`config.mk`:
```
export PLATFORM = sky130hd
export DESIGN_NAME = noc_mem_endpoint
export DESIGN_NICKNAME = d
export VERILOG_FILES = /design/src/rtl/noc_mem_endpoint.sv
export SDC_FILE = /design/constraint.sdc
export NUM_CORES = 1
export LEC_CHECK = 0
export ABC_AREA = 1
export CELL_PAD_IN_SITES_DETAIL_PLACEMENT = 1
export CELL_PAD_IN_SITES_GLOBAL_PLACEMENT = 2
export CORE_ASPECT_RATIO = 1.75
export CORE_MARGIN = 2
export CORE_UTILIZATION = 46
export CTS_CLUSTER_SIZE = 24
export DETAILED_ROUTE_END_ITERATION = 10
export DONT_BUFFER_PORTS = 1
export MAX_ROUTING_LAYER = met4
export PLACE_DENSITY_LB_ADDON = 0.1
export SLEW_MARGIN = 20
export SYNTH_ARGS = -nofsm -noshare
export SYNTH_HDL_FRONTEND = slang
export SYNTH_SLANG_ARGS = --single-unit
```
`constraint.sdc`:
```
create_clock -name clk -period 7 [get_ports clk]
set_input_delay 1.05 -clock clk [delete_from_list [all_inputs] [get_ports clk]]
set_output_delay 1.05 -clock clk [all_outputs]
set_load 0.01 [all_outputs]
```
`src/rtl/noc_mem_endpoint.sv`:
```
// Memory-side NOC sink: ingress FIFO, route-ID check, ready-handshaked bank write port.
// Define NOC_EP_STATS_EN to build the saturating write/drop statistics counters.
module noc_mem_endpoint #(
    parameter int ADDR_WIDTH    = 16,
    parameter int DATA_WIDTH    = 32,
    parameter int RADIX_OUT     = 8,
    parameter int NETWORK_DEPTH = 1,
    parameter int DEPTH         = 2,
    parameter int ENDPOINT_ID   = 0,
    localparam int ROUTE_BITS   = $clog2(RADIX_OUT) * NETWORK_DEPTH,
    localparam int LADDR_W      = ADDR_WIDTH - ROUTE_BITS
) (
    input  logic                         clk,
    input  logic                         rst_l,
    input  logic                         flit_enq_i,
    input  logic [ADDR_WIDTH+DATA_WIDTH-1:0] flit_i,
    output logic                         full_o,
    output logic                         mem_we_o,
    output logic [LADDR_W-1:0]           mem_addr_o,
    output logic [DATA_WIDTH-1:0]        mem_wdata_o,
    input  logic                         mem_ready_i,
    input  logic                         clr_err_i,
    output logic                         misroute_err_o,
    output logic                         overflow_err_o,
    output logic [31:0]                  wr_count_o,
    output logic [31:0]                  drop_count_o
);
    localparam int FLIT_W = ADDR_WIDTH + DATA_WIDTH;
    localparam int PTR_W  = $clog2(DEPTH);
    localparam int CNT_W  = $clog2(DEPTH + 1);

    typedef enum logic {IDLE, WRITE} state_e;

    state_e                state_q, state_d;
    logic [FLIT_W-1:0]     fifo_mem [DEPTH];
    logic [PTR_W-1:0]      rd_ptr_q, rd_ptr_d, wr_ptr_q, wr_ptr_d;
    logic [CNT_W-1:0]      count_q, count_d;
    logic [LADDR_W-1:0]    addr_q, addr_d;
    logic [DATA_WIDTH-1:0] wdata_q, wdata_d;
    logic                  mis_err_q, mis_err_d, ovf_err_q, ovf_err_d;

    logic [FLIT_W-1:0] head;
    logic nonempty, full, match, push, overflow, misroute, accept, load, pop;

    function automatic logic [PTR_W-1:0] ptr_inc(input logic [PTR_W-1:0] p);
        return (p == PTR_W'(DEPTH - 1)) ? '0 : p + 1'b1;
    endfunction

    assign head     = fifo_mem[rd_ptr_q];
    assign nonempty = (count_q != '0);
    assign full     = (count_q == CNT_W'(DEPTH));
    assign match    = (head[FLIT_W-1 -: ROUTE_BITS] == ROUTE_BITS'(ENDPOINT_ID));
    // full is registered state only, so enqueue while full drops even if a pop happens now
    assign push     = flit_enq_i && !full;
    assign overflow = flit_enq_i && full;
    assign misroute = nonempty && !match;
    assign accept   = (state_q == WRITE) && mem_ready_i;
    assign load     = nonempty && match && ((state_q == IDLE) || mem_ready_i);
    assign pop      = misroute || load;

    always_comb begin
        state_d   = state_q;
        rd_ptr_d  = rd_ptr_q;
        wr_ptr_d  = wr_ptr_q;
        count_d   = count_q;
        addr_d    = addr_q;
        wdata_d   = wdata_q;
        if (push) wr_ptr_d = ptr_inc(wr_ptr_q);
        if (pop)  rd_ptr_d = ptr_inc(rd_ptr_q);
        case ({push, pop})
            2'b10:   count_d = count_q + 1'b1;
            2'b01:   count_d = count_q - 1'b1;
            default: count_d = count_q;
        endcase
        if (load) begin
            state_d = WRITE;
            addr_d  = head[DATA_WIDTH +: LADDR_W];
            wdata_d = head[DATA_WIDTH-1:0];
        end else if (accept) begin
            state_d = IDLE;
        end
        // A fresh error in the clearing cycle still sets the flag
        mis_err_d = misroute || (mis_err_q && !clr_err_i);
        ovf_err_d = overflow || (ovf_err_q && !clr_err_i);
    end

    // NOTE: FIFO storage is not reset; count/pointers gate every read, so clearing it buys nothing.
    always_ff @(posedge clk) begin
        if (push) fifo_mem[wr_ptr_q] <= flit_i;
    end

    // NOTE: sequential state uses non-blocking assignments so every flop samples pre-edge values.
    always_ff @(posedge clk or negedge rst_l) begin
        if (!rst_l) begin
            state_q   <= IDLE;
            rd_ptr_q  <= '0;
            wr_ptr_q  <= '0;
            count_q   <= '0;
            addr_q    <= '0;
            wdata_q   <= '0;
            mis_err_q <= 1'b0;
            ovf_err_q <= 1'b0;
        end else begin
            state_q   <= state_d;
            rd_ptr_q  <= rd_ptr_d;
            wr_ptr_q  <= wr_ptr_d;
            count_q   <= count_d;
            addr_q    <= addr_d;
            wdata_q   <= wdata_d;
            mis_err_q <= mis_err_d;
            ovf_err_q <= ovf_err_d;
        end
    end

    assign full_o         = full;
    assign mem_we_o       = (state_q == WRITE);
    assign mem_addr_o     = addr_q;
    assign mem_wdata_o    = wdata_q;
    assign misroute_err_o = mis_err_q;
    assign overflow_err_o = ovf_err_q;

`ifdef NOC_EP_STATS_EN
    logic [31:0] wr_cnt_q, drop_cnt_q;
    logic [1:0]  drop_inc;

    assign drop_inc = 2'(misroute) + 2'(overflow);

    always_ff @(posedge clk or negedge rst_l) begin
        if (!rst_l) begin
            wr_cnt_q   <= '0;
            drop_cnt_q <= '0;
        end else begin
            if (accept && (wr_cnt_q != '1)) wr_cnt_q <= wr_cnt_q + 1'b1;
            if (drop_cnt_q > (32'hFFFF_FFFF - 32'(drop_inc))) drop_cnt_q <= '1;
            else drop_cnt_q <= drop_cnt_q + 32'(drop_inc);
        end
    end

    assign wr_count_o   = wr_cnt_q;
    assign drop_count_o = drop_cnt_q;
`else
    assign wr_count_o   = '0;
    assign drop_count_o = '0;
`endif

endmodule
```
Word-level counts from Yosys, hierarchy flattened
Memories as Yosys holds them, arrays and structs flattened.
Index checks and enable logic that the tools add are counted.

word-level totals
  input port bits = 53
  flip-flop bits (word level) = 52
  output and inout port bits = 113
  memories = 1
  word-level logic and storage cells = 43
  memory bits (writable) = 96

memory list
  memory    depth  width  rd ports  clocked after memory_dff  write ports  line  RTL
  fifo_mem  2      48     1         0                         1            35    logic [FLIT_W-1:0] fifo_mem [DEPTH];

operators by class
  eq/ne operators = 3
  add/sub/neg operators = 4
  bitwise logic cells = 1
  reduce and logical (&&, ||, !) cells = 19
  muxes and demuxes = 7

operator list
  cell                   count
  $logic_and A1 B1 Y1    8
  $mux W1                6
  $reduce_bool A2 Y1     3
  $eq A2 B2 Y1 const B   2
  $logic_or A1 B1 Y1     4
  $pmux W2 S2            1
  $logic_not A1 Y1       3
  $logic_not A3 Y1       1
  $add A1 B1 Y1 const B  2
  $add A2 B1 Y2 const B  1
  $eq A2 B1 Y1 const B   1
  $sub A2 B1 Y2 const B  1
  $not A1 Y1             1

Logic depth before layout (Yosys ltp)
Gate-level depths: netlist of the first run.
An unclocked memory read counts as a cell.

  word-level depth = 7
  depth in mapped cells = 9
  mapped depth without buffers = 9

Worst setup path before layout of the first run
OpenSTA, ideal clock, no wires.

  kind = in2reg
  start point = input flit_enq_i
  end point = memory fifo_mem[1][0] (netlist bit), enable pin
  stages = 2
  data arrival time = 3.177 ns
  data required time = 6.545 ns
  slack = 3.368 ns
  library setup time = 0.455 ns
  path buffers = 0
  path through = nand2_1 -> nor2_1

on the way
  cells in the longest elaborated chain, start to end = 3

RTL lines
  what                           line  RTL
  from (decl)                    15    input logic flit_enq_i,
  $logic_and A1 B1 Y1            54    assign push = flit_enq_i && !full;
  $mux W1                        89    if (push) fifo_mem[wr_ptr_q] <= flit_i;
  $mux W1 (implied by the code)  89
  to (decl)                      35

No other way between the ends.

Worst setup path after layout of the first run
  start point = input mem_ready_i
  end point = register wdata_q[16], in the netlist mem_wdata_o[16]

on the way
  cells in the longest elaborated chain, start to end = 2

RTL lines
  what                  line  RTL
  from (decl)           21    input logic mem_ready_i,
  $logic_or A1 B1 Y1    58    assign load = nonempty && match && ((state_q == IDLE) || mem_ready_i);
  $logic_and A1 B1 Y1   58
  to (signal assigned)  109   wdata_q <= wdata_d;
  to (decl)             39    logic [DATA_WIDTH-1:0] wdata_q, wdata_d;

No other way between the ends.
A chain may end at the register's enable or synchronous reset.

==> flow_summary.toml, run 1 <==
[outcome]
status = "complete, no violations"

[yosys]
ys_warn_count = 0
synthTopCellsByArea = "edfxtp_1 48%, dfrtp_1 22%, buf_4 8.3%"
async_flop_share_pct = 35.1
ys_types = 20
yosys-mux-area-fraction_pct = 7.53
synth_edf_count = 96
synth_fa_ha_area_share_pct = 0.209
ys_ff_latch = 148
syn_area_per_cell_um2 = 14.8
synthSimpleGateAreaFrac_pct = 4.21
syn_inst = 403
synth_compound_area_share_pct = 6.66
seq_area_frac_synth_pct = 70.0
synth_ff_type = "edfxtp_1"
netlist.area_leader.share_pct = 48.2
synth_top_cell_by_area = "edfxtp_1"
synth_top_family_by_area = "buffers and inverters"
synth_area_um2 = 5980
synth_xor_area_share_pct = 0.293

[placed_design]
numPortBuffers = 0
dp_hpwl_um = 6720
gp_congestion = 0.709
dp_slack_ns = 4.24

[sta]
slew-limit-headroom_pct = 46.5
rsz0062_at_grt = "false"
fmax_ghz = 0.436
finalHoldViolations = 0
period_needed_ns = 2.29
period_share_pct = 32.8
skew_ns = 0.00929
fin_ws_ns = 4.71
finalMaxSlewViolations = 0
tightest_slew_ns = 0.802
setup_viol = 0
tns_ns = 0

[power]
irDropWorstVdd_mv = 0.274
combPwrFrac_pct = 20.9
internal_power_mw = 1.94
clock_power_share_pct = 30.0
powerDensity_nw_per_um2 = 450
switching_share_pct = 32.9
pwr-share-seq_pct = 49.1
power.switching_uw = 954
p_leak_nw = 2.66

[floorplanning]
die_w_um = 90.2
initial_core_util_pct = 46.7
core_um2 = 12800
ios = 166
die-area_um2 = 14000
die_h_um = 155
num_rows = 55

[finish]
drive_gt1_share_pct = 19.1
nFillCells = 1300
final_nets = 464
diodes = 0
fin_util_pct = 50.3
synthToLayoutAreaGrowth_pct = 7.74

[route]
wl_met2_um = 5610
highest-signal-layer = "met4"
firstDrtPassIters = 4
route.met3.wl_um = 881
drc_errors = 0
routed_wl_um = 10000
wire_per_inst_um = 16.9
ant_nets = 0
met1_length_um = 3350
vias = 2754
first_iter_violations = 130
via_per_inst = 4.64

[global_route]
grt.total_usage_pct = 15.4
grt_pass1_wl_um = 15500
grt_pass1_vias = 2889
grt_antenna_before_repair = 0
overflow = 0
grt_start_max_net_pins = 60

[clock_network]
cts_tree = "yes"
clk_latency_ns = 0.41
h-tree-depth = 4
clock_sinks = 148
cts_root_buf = "clkbuf_16"
postCtsHoldBufs = 0
post_cts_buffers = 0
cts_buffers = 17
path_clk_slew_ns = 0.06
cts_resized = 0
clk_path_buf_depth = 2

[setup_path]
cp-end-kind = "flip-flop"
crit_path_start_kind = "input port"
crit_fanout = 59
cp.arrival_ns = 2.63
crit_type = "input port to flip-flop"
required_ns = 7.34

[hold_path]
worstHoldPathType = "input port to async pin"

[job]
max_cap_viol_count = 0
[Yosys cell counts (all sizes together) (3+ instances only)]
master,number
inv,10
nand2,54
buf,75
nor2,9
a21oi,3
clkbuf,4
edfxtp,96
nand3,3
dfrtp,52
mux2i,45
o21ai,48
[metal layers]
layer | vias to the layer above | global-route usage (%)
met1 | 1339 | 14.3
met3 | 16 | 7.06
li1 | 1289 | -
met4 | 0 | 6.59
met2 | 110 | 27.1
met5 | - | -
[worst max-delay path: stages]
cell,delay [ns]
nor2_1,0.14
inv_1,0.10
nand3_4,0.37
buf_4,0.67
nand2_1,0.16
o21ai_2,0.09
[cell usage in the layout (no fill, tap or decap), drive strengths merged]
cell / synthesis / layout
conb: 1 / 64
mux2i: 45 / 45
ha: 1 / 1
edfxtp: 96 / 96
xnor2: 1 / 1
buf: 75 / 4
bufinv: 0 / 1
inv: 10 / 15
clkinvlp: 0 / 2
a21oi: 3 / 3
nor2: 9 / 9
xor2: 1 / 1
clkbuf: 4 / 17
nand2: 54 / 54
o21ai: 48 / 48
clkinv: 0 / 7
nand3: 3 / 3
dfrtp: 52 / 52
[power by group through the flow]
stage / Sequential, mW / Combinational (mW) / Clock (mW)
final: 1.42 / 0.606 / 0.868
after global routing: 1.45 / 0.684 / 0.927
after CTS: 1.43 / 0.625 / 0.892
after detailed placement: 1.45 / 0.623 / 0
after global placement: 1.44 / 0.603 / 0
after floorplan: 1.39 / 0.565 / 0
[path summary, 6_finish.rpt]
kind / end / startpoint / cells past startpoint / slack (ns)
max in group asynchronous: mem_wdata_o[0]$_DFFE_PN0P_ / rst_l / 0 / 6.58
min in group clk: count_q[0]$_DFFE_PN0P_ / count_q[0]$_DFFE_PN0P_ / 1 / 0.53
setup reg to reg: mem_wdata_o[16]$_DFFE_PN0P_ / mem_we_o$_DFFE_PN0P_ / 7 / 4.87
setup / recovery: mem_wdata_o[16]$_DFFE_PN0P_ / mem_ready_i / 6 / 4.71
hold / removal: mem_wdata_o[26]$_DFFE_PN0P_ / rst_l / 0 / 0.32
hold reg to reg: count_q[0]$_DFFE_PN0P_ / count_q[0]$_DFFE_PN0P_ / 1 / 0.53
[cell families after synthesis]
kind of cell | after synthesis
flip-flops | 148
XOR/XNOR | 2
AND/OR/NAND/NOR | 66
buffers and inverters | 89
multiplexers | 45
other | 1
AO/OA/AOI/OAI | 51
adder cells (fa/ha/maj) | 1
[state kept, by name, summed over array words and instances (netlist names)]
name and count:
count_q 2, fifo_mem 96, mem_addr_o 13, mem_wdata_o 32
mem_we_o 1, misroute_err_o 1, overflow_err_o 1, rd_ptr_q 1
wr_ptr_q 1
[final cells by class]
class	count	area, um2	area share, %
sequential	148	4190	65.0
timing repair buffer	4	30.0	0.466
multi-input combinational	229	1400	21.7
clock buffer	17	425	6.60
tap	171	214	3.32
inverter	10	37.5	0.583
clock inverter	15	151	2.35
[metrics by stage]
step	power [mW]	area, um2	hold slack (ns)	std cells
floorplan	1.96	6210	0.485	466
global placement	2.04	5860	0.511	562
detailed placement	2.07	5860	0.526	562
CTS	2.95	6440	0.301	594
global route	3.06	6440	0.294	594
finish	2.90	6440	0.324	594
(Power assumes the default switching activity.)
==> run 2: changes to the inputs <==
- CORE_UTILIZATION: 46 -> 42
- clock period: 7 -> 2.15 ns (I/O delays scaled with it)
==> flow_summary.toml, run 2 (synthesized netlist as in run 1, its figures left out) <==
[outcome]
status = "complete, no violations"

[placed_design]
numPortBuffers = 0
gp_congestion = 0.700
dp_cells = 574
post_dp_cell_area_um2 = 5970
dp_hpwl_um = 7190

[route]
wire_per_inst_um = 16.8
vias = 3039
via_per_inst = 4.63
drc_errors = 0
firstDrtPassIters = 4
first_iter_violations = 93
ant_nets = 0
routed_wl_um = 11000

[setup_path]
crit_fanout = 4
r2r_start = "rd_ptr_q$_DFFE_PN0N_"
crit_type = "flip-flop to flip-flop"
cp-end-kind = "flip-flop"
crit_path_start_kind = "flip-flop"
cp.arrival_ns = 2.03
required_ns = 2.44
crit_start = "rd_ptr_q$_DFFE_PN0N_"

[sta]
skew_ns = 0.00799
rsz0062_at_grt = "false"
tns_ns = 0
period_share_pct = 80.9
period_needed_ns = 1.74
finalMaxSlewViolations = 0
finalHoldViolations = 0
fmax_ghz = 0.575
setup_viol = 0

[clock_network]
clk_path_buf_depth = 2
cts_resized = 0
cts_root_buf = "clkbuf_16"
cts_tree = "yes"
clk_latency_ns = 0.41
h-tree-depth = 4
path_clk_slew_ns = 0.06
cts_buffers = 17
post_cts_buffers = 0
clock_sinks = 148

[power]
switching_share_pct = 31.5
powerDensity_nw_per_um2 = 1400
p_leak_nw = 2.94
irDropWorstVdd_mv = 0.919
total_power_mw = 9.95
clock_power_share_pct = 30.8
combPwrFrac_pct = 22.7
pwr-share-seq_pct = 46.5
power.switching_mw = 3.14
internal_power_mw = 6.81

[finish]
regMostFlops = "fifo_mem"
design_area_um2 = 7110
fin_util_pct = 51.1
diodes = 0
final_nets = 521
nFillCells = 1361
largest_register_ffs = 96
layout_commonest_cell = "edfxtp_1"
synthToLayoutAreaGrowth_pct = 18.9
drive_gt1_share_pct = 17.7
final_cell_mix = "96 x edfxtp_1, 64 x conb_1, 54 x nand2_1"
stdcell_count = 657

[floorplanning]
ios = 166
die_h_um = 162
initial_core_util_pct = 43.0
core_um2 = 13900
die-area_um2 = 15200
die_w_um = 94.2
num_rows = 57

[global_route]
grt.total_usage_pct = 16.0
overflow = 0
grt_start_max_net_pins = 53
grt_antenna_before_repair = 0
grt_pass1_vias = 3334
grt_pass1_wl_um = 17500

[job]
max_cap_viol_count = 0

[hold_path]
worstHoldPathType = "input port to flip-flop"
hp-start = "clr_err_i"
## run 2: changes by cell type in the layout (fill, tap and decap cells not counted), sizes merged
cell         delta
bufinv          +3
clkinv          -4
clkbuf          +3
buf             +7
dlygate4sd3    +50
inv             -3
clkinvlp        +1
## run 2: routing by layer
| metal | vias to the layer above | GRT usage, % | part of all wire, % |
|---|---|---|---|
| met5 | - | - | 0 |
| met4 | 0 | 5.73 | 1.3 |
| met3 | 13 | 5.01 | 7.3 |
| met2 | 121 | 28.3 | 57 |
| met1 | 1504 | 16.3 | 35 |
| li1 | 1401 | - | - |
## run 2: area by class of cell
type                            instances  area, um2  area share (%)
Sequential cell                       148       4190            58.9
Multi-Input combinational cell        229       1400            19.7
Timing Repair Buffer                   61        653            9.19
Clock buffer                           20        437            6.14
Tap cell                              177        221            3.11
Clock inverter                         12        179            2.52
Inverter                               10       37.5           0.528
## run 2: critical path, stage by stage (launching register included)
cell,delay [ns]
dfrtp_2,0.43
inv_2,0.07
nor2_1,0.04
nand2_1,0.07
nand2_1,0.10
a21oi_1,0.21
ha_1,0.29
a21oi_1,0.13
o21ai_0,0.12
xor2_1,0.15
## run 2: power groups by stage
stage	clock (mW)	combinational, mW	sequential (mW)
floorplan	0	1.84	4.52
global placement	0	2.12	4.68
detailed placement	0	2.20	4.71
CTS	3.13	2.33	4.66
global route	3.26	2.55	4.73
finish	3.06	2.26	4.62
## run 2: path summary, 6_finish.rpt
check,to,slack [ns],cells after the start
max,count_q[1]$_DFFE_PN0P_,0.41,9
min in group asynchronous,mem_wdata_o[21]$_DFFE_PN0P_,0.43,2
max in group asynchronous,rd_ptr_q$_DFFE_PN0N_,1.44,2
min reg2reg,mem_addr_o[7]$_DFFE_PN0P_,0.54,2
min,overflow_err_o$_DFF_PN0_,0.02,1
max reg2reg,count_q[1]$_DFFE_PN0P_,0.41,9
## run 2: repair_timing
action / in CTS / in global routing
hold endpoints to repair: 149 / 0
hold buffers: 51 / 0
setup endpoints to repair: 0 / 0
## run 2: through the flow
stage	setup slack [ns]	hold WS, ns
floorplan	-0.210	0.0269
finish	0.412	0.0249
global route	0.162	0.0205
detailed placement	0.419	0.0290
CTS	0.377	0.00334
global placement	0.446	0.0295
==> run 3: changes to the inputs <==
- clock period: 2.15 -> 1.8 ns (I/O delays scaled with it)
==> flow_summary.toml, run 3 (synthesized netlist as in run 1, its figures left out) <==
[placed_design]
dp_hpwl_um = 7280
numPortBuffers = 0
gp_congestion = 0.712

[finish]
final_nets = 522
largest_register_ffs = 96
drive_gt1_share_pct = 18.9
layout_commonest_cell = "edfxtp_1"
final_cell_mix = "96 x edfxtp_1, 64 x conb_1, 52 x nand2_1"
diodes = 0
synthToLayoutAreaGrowth_pct = 19.5
regMostFlops = "fifo_mem"

[setup_path]
crit_path_start_kind = "flip-flop"
cp-end-kind = "flip-flop"
path_buf_inv = 1
cp.arrival_ns = 1.97
worstSetupEndpoint = "count_q[1]$_DFFE_PN0P_"
crit_family = "flip-flops"
r2r_slack_ns = 0.12
cp.depth = 9
crit_fanout = 5
required_ns = 2.09
crit_path_cell_trace = "inv_2 > nor2_1 > nand2_1 > nand2_2 > a21oi_1 > ha_1 > a21oi_1 > o21ai_0 > xor2_1"
crit_start = "rd_ptr_q$_DFFE_PN0N_"
cp_slowest_cell = "dfrtp_2"
crit_type = "flip-flop to flip-flop"
r2r_start = "rd_ptr_q$_DFFE_PN0N_"
rr_worst_depth = 9
crit_top_cell = "a21oi_1"
max_stage_delay_ns = 0.43
reg2reg_to = "count_q[1]$_DFFE_PN0P_"

[sta]
period_needed_ns = 1.68
finalMaxSlewViolations = 0
fmax_ghz = 0.594
tns_ns = 0
setup_viol = 0
period_share_pct = 93.6
skew_ns = 0.00781
finalHoldViolations = 0

[route]
via_per_inst = 4.60
vias = 3028
routed_wl_um = 10900
first_iter_violations = 86
ant_nets = 0
drc_errors = 0
wire_per_inst_um = 16.5
firstDrtPassIters = 4

[power]
total_power_mw = 11.8
irDropWorstVdd_mv = 0.986
p_leak_nw = 2.95
powerDensity_nw_per_um2 = 1660

[global_route]
grt.total_usage_pct = 15.5
grt_pass1_vias = 3274
overflow = 0
grt_antenna_before_repair = 0
grt_start_max_net_pins = 53
grt_pass1_wl_um = 17100

[clock_network]
path_clk_slew_ns = 0.06
h-tree-depth = 4
cts_buffers = 17
post_cts_buffers = 0
clock_sinks = 148
clk_path_buf_depth = 2
cts_root_buf = "clkbuf_16"
clk_latency_ns = 0.41
cts_tree = "yes"

[floorplanning]
die_w_um = 94.2
initial_core_util_pct = 43.0
ios = 166
die_h_um = 162
core_um2 = 13900
num_rows = 57
die-area_um2 = 15200

[hold_path]
hp-start = "flit_enq_i"
worstHoldPathType = "input port to flip-flop"

[outcome]
status = "complete, no violations"

[job]
max_cap_viol_count = 0
-- run 3: cell count changes in the layout (fill, tap and decap cells not counted), moves of 2 or more --
cell	previous run	this run
clkinv_1	0	2
clkinv_4	1	3
clkbuf_1	3	0
nand2_1	54	52
-- run 3: final cells by class --
cell class	instances	area [um2]
multi-input combinational	229	1420
inverter	10	37.5
clock buffer	17	425
clock inverter	15	180
fill	1348	6770
timing repair buffer	62	676
tap	177	221
sequential	148	4190
-- run 3: worst register-to-register path: cells and delay by family, from the launching register on --
kind | cells | cell delay [ns]
XOR/XNOR | 1 | 0.15
AO/OA/AOI/OAI | 3 | 0.43
buffers and inverters | 1 | 0.06
adder cells (fa/ha/maj) | 1 | 0.30
flip-flops | 1 | 0.43
AND/OR/NAND/NOR | 3 | 0.19
-- run 3: layer usage --
| layer | vias up | wire length [um] | global-route usage (%) |
|---|---|---|---|
| li1 | 1404 | - | - |
| met1 | 1502 | 3710 | 15.4 |
| met2 | 115 | 6270 | 27.9 |
| met3 | 7 | 756 | 5.43 |
| met4 | 0 | 118 | 4.55 |
| met5 | - | 0 | - |
-- run 3: how the worst min path moves through the flow --
stage / endpoint / slack (ns) / cells after the start
after global routing: wr_ptr_q$_DFFE_PN0N_ / 0.08 / 2
final: wr_ptr_q$_DFFE_PN0N_ / 0.03 / 2
after floorplan: count_q[0]$_DFFE_PN0P_ / -0.03 / 0
after global placement: mem_wdata_o[29]$_DFFE_PN0P_ / -0.02 / 0
after detailed placement: mem_wdata_o[29]$_DFFE_PN0P_ / -0.02 / 0
after CTS: wr_ptr_q$_DFFE_PN0N_ / 0.03 / 2
-- run 3: power breakdown --
group          switching [mW]  internal (mW)
sequential              0.781           4.75
clock                    1.37           2.19
combinational            1.64           1.09
-- run 3: metrics by stage --
stage | hold WS (ns) | worst slack [ns] | area [um2] | instances | util [%]
6_report | 0.0321 | 0.115 | 7140 | 658 | 51.4
5_1_grt | 0.0765 | -0.0295 | 7140 | 658 | 51.4
4_1_cts | 0.0253 | 0.104 | 7140 | 658 | 51.3
3_5_place_dp | -0.0235 | 0.119 | 5990 | 574 | 43.1
3_3_place_gp | -0.0237 | 0.152 | 5990 | 574 | 43.1
2_1_floorplan | -0.0256 | 0.00717 | 6240 | 466 | -
-- run 3: timing repair --
item | 4_1_cts | 5_1_grt
hold endpoints to repair | 150 | 0
gates resized for setup | 0 | 2
hold buffers | 52 | 0
endpoints found under the setup margin | 0 | 2
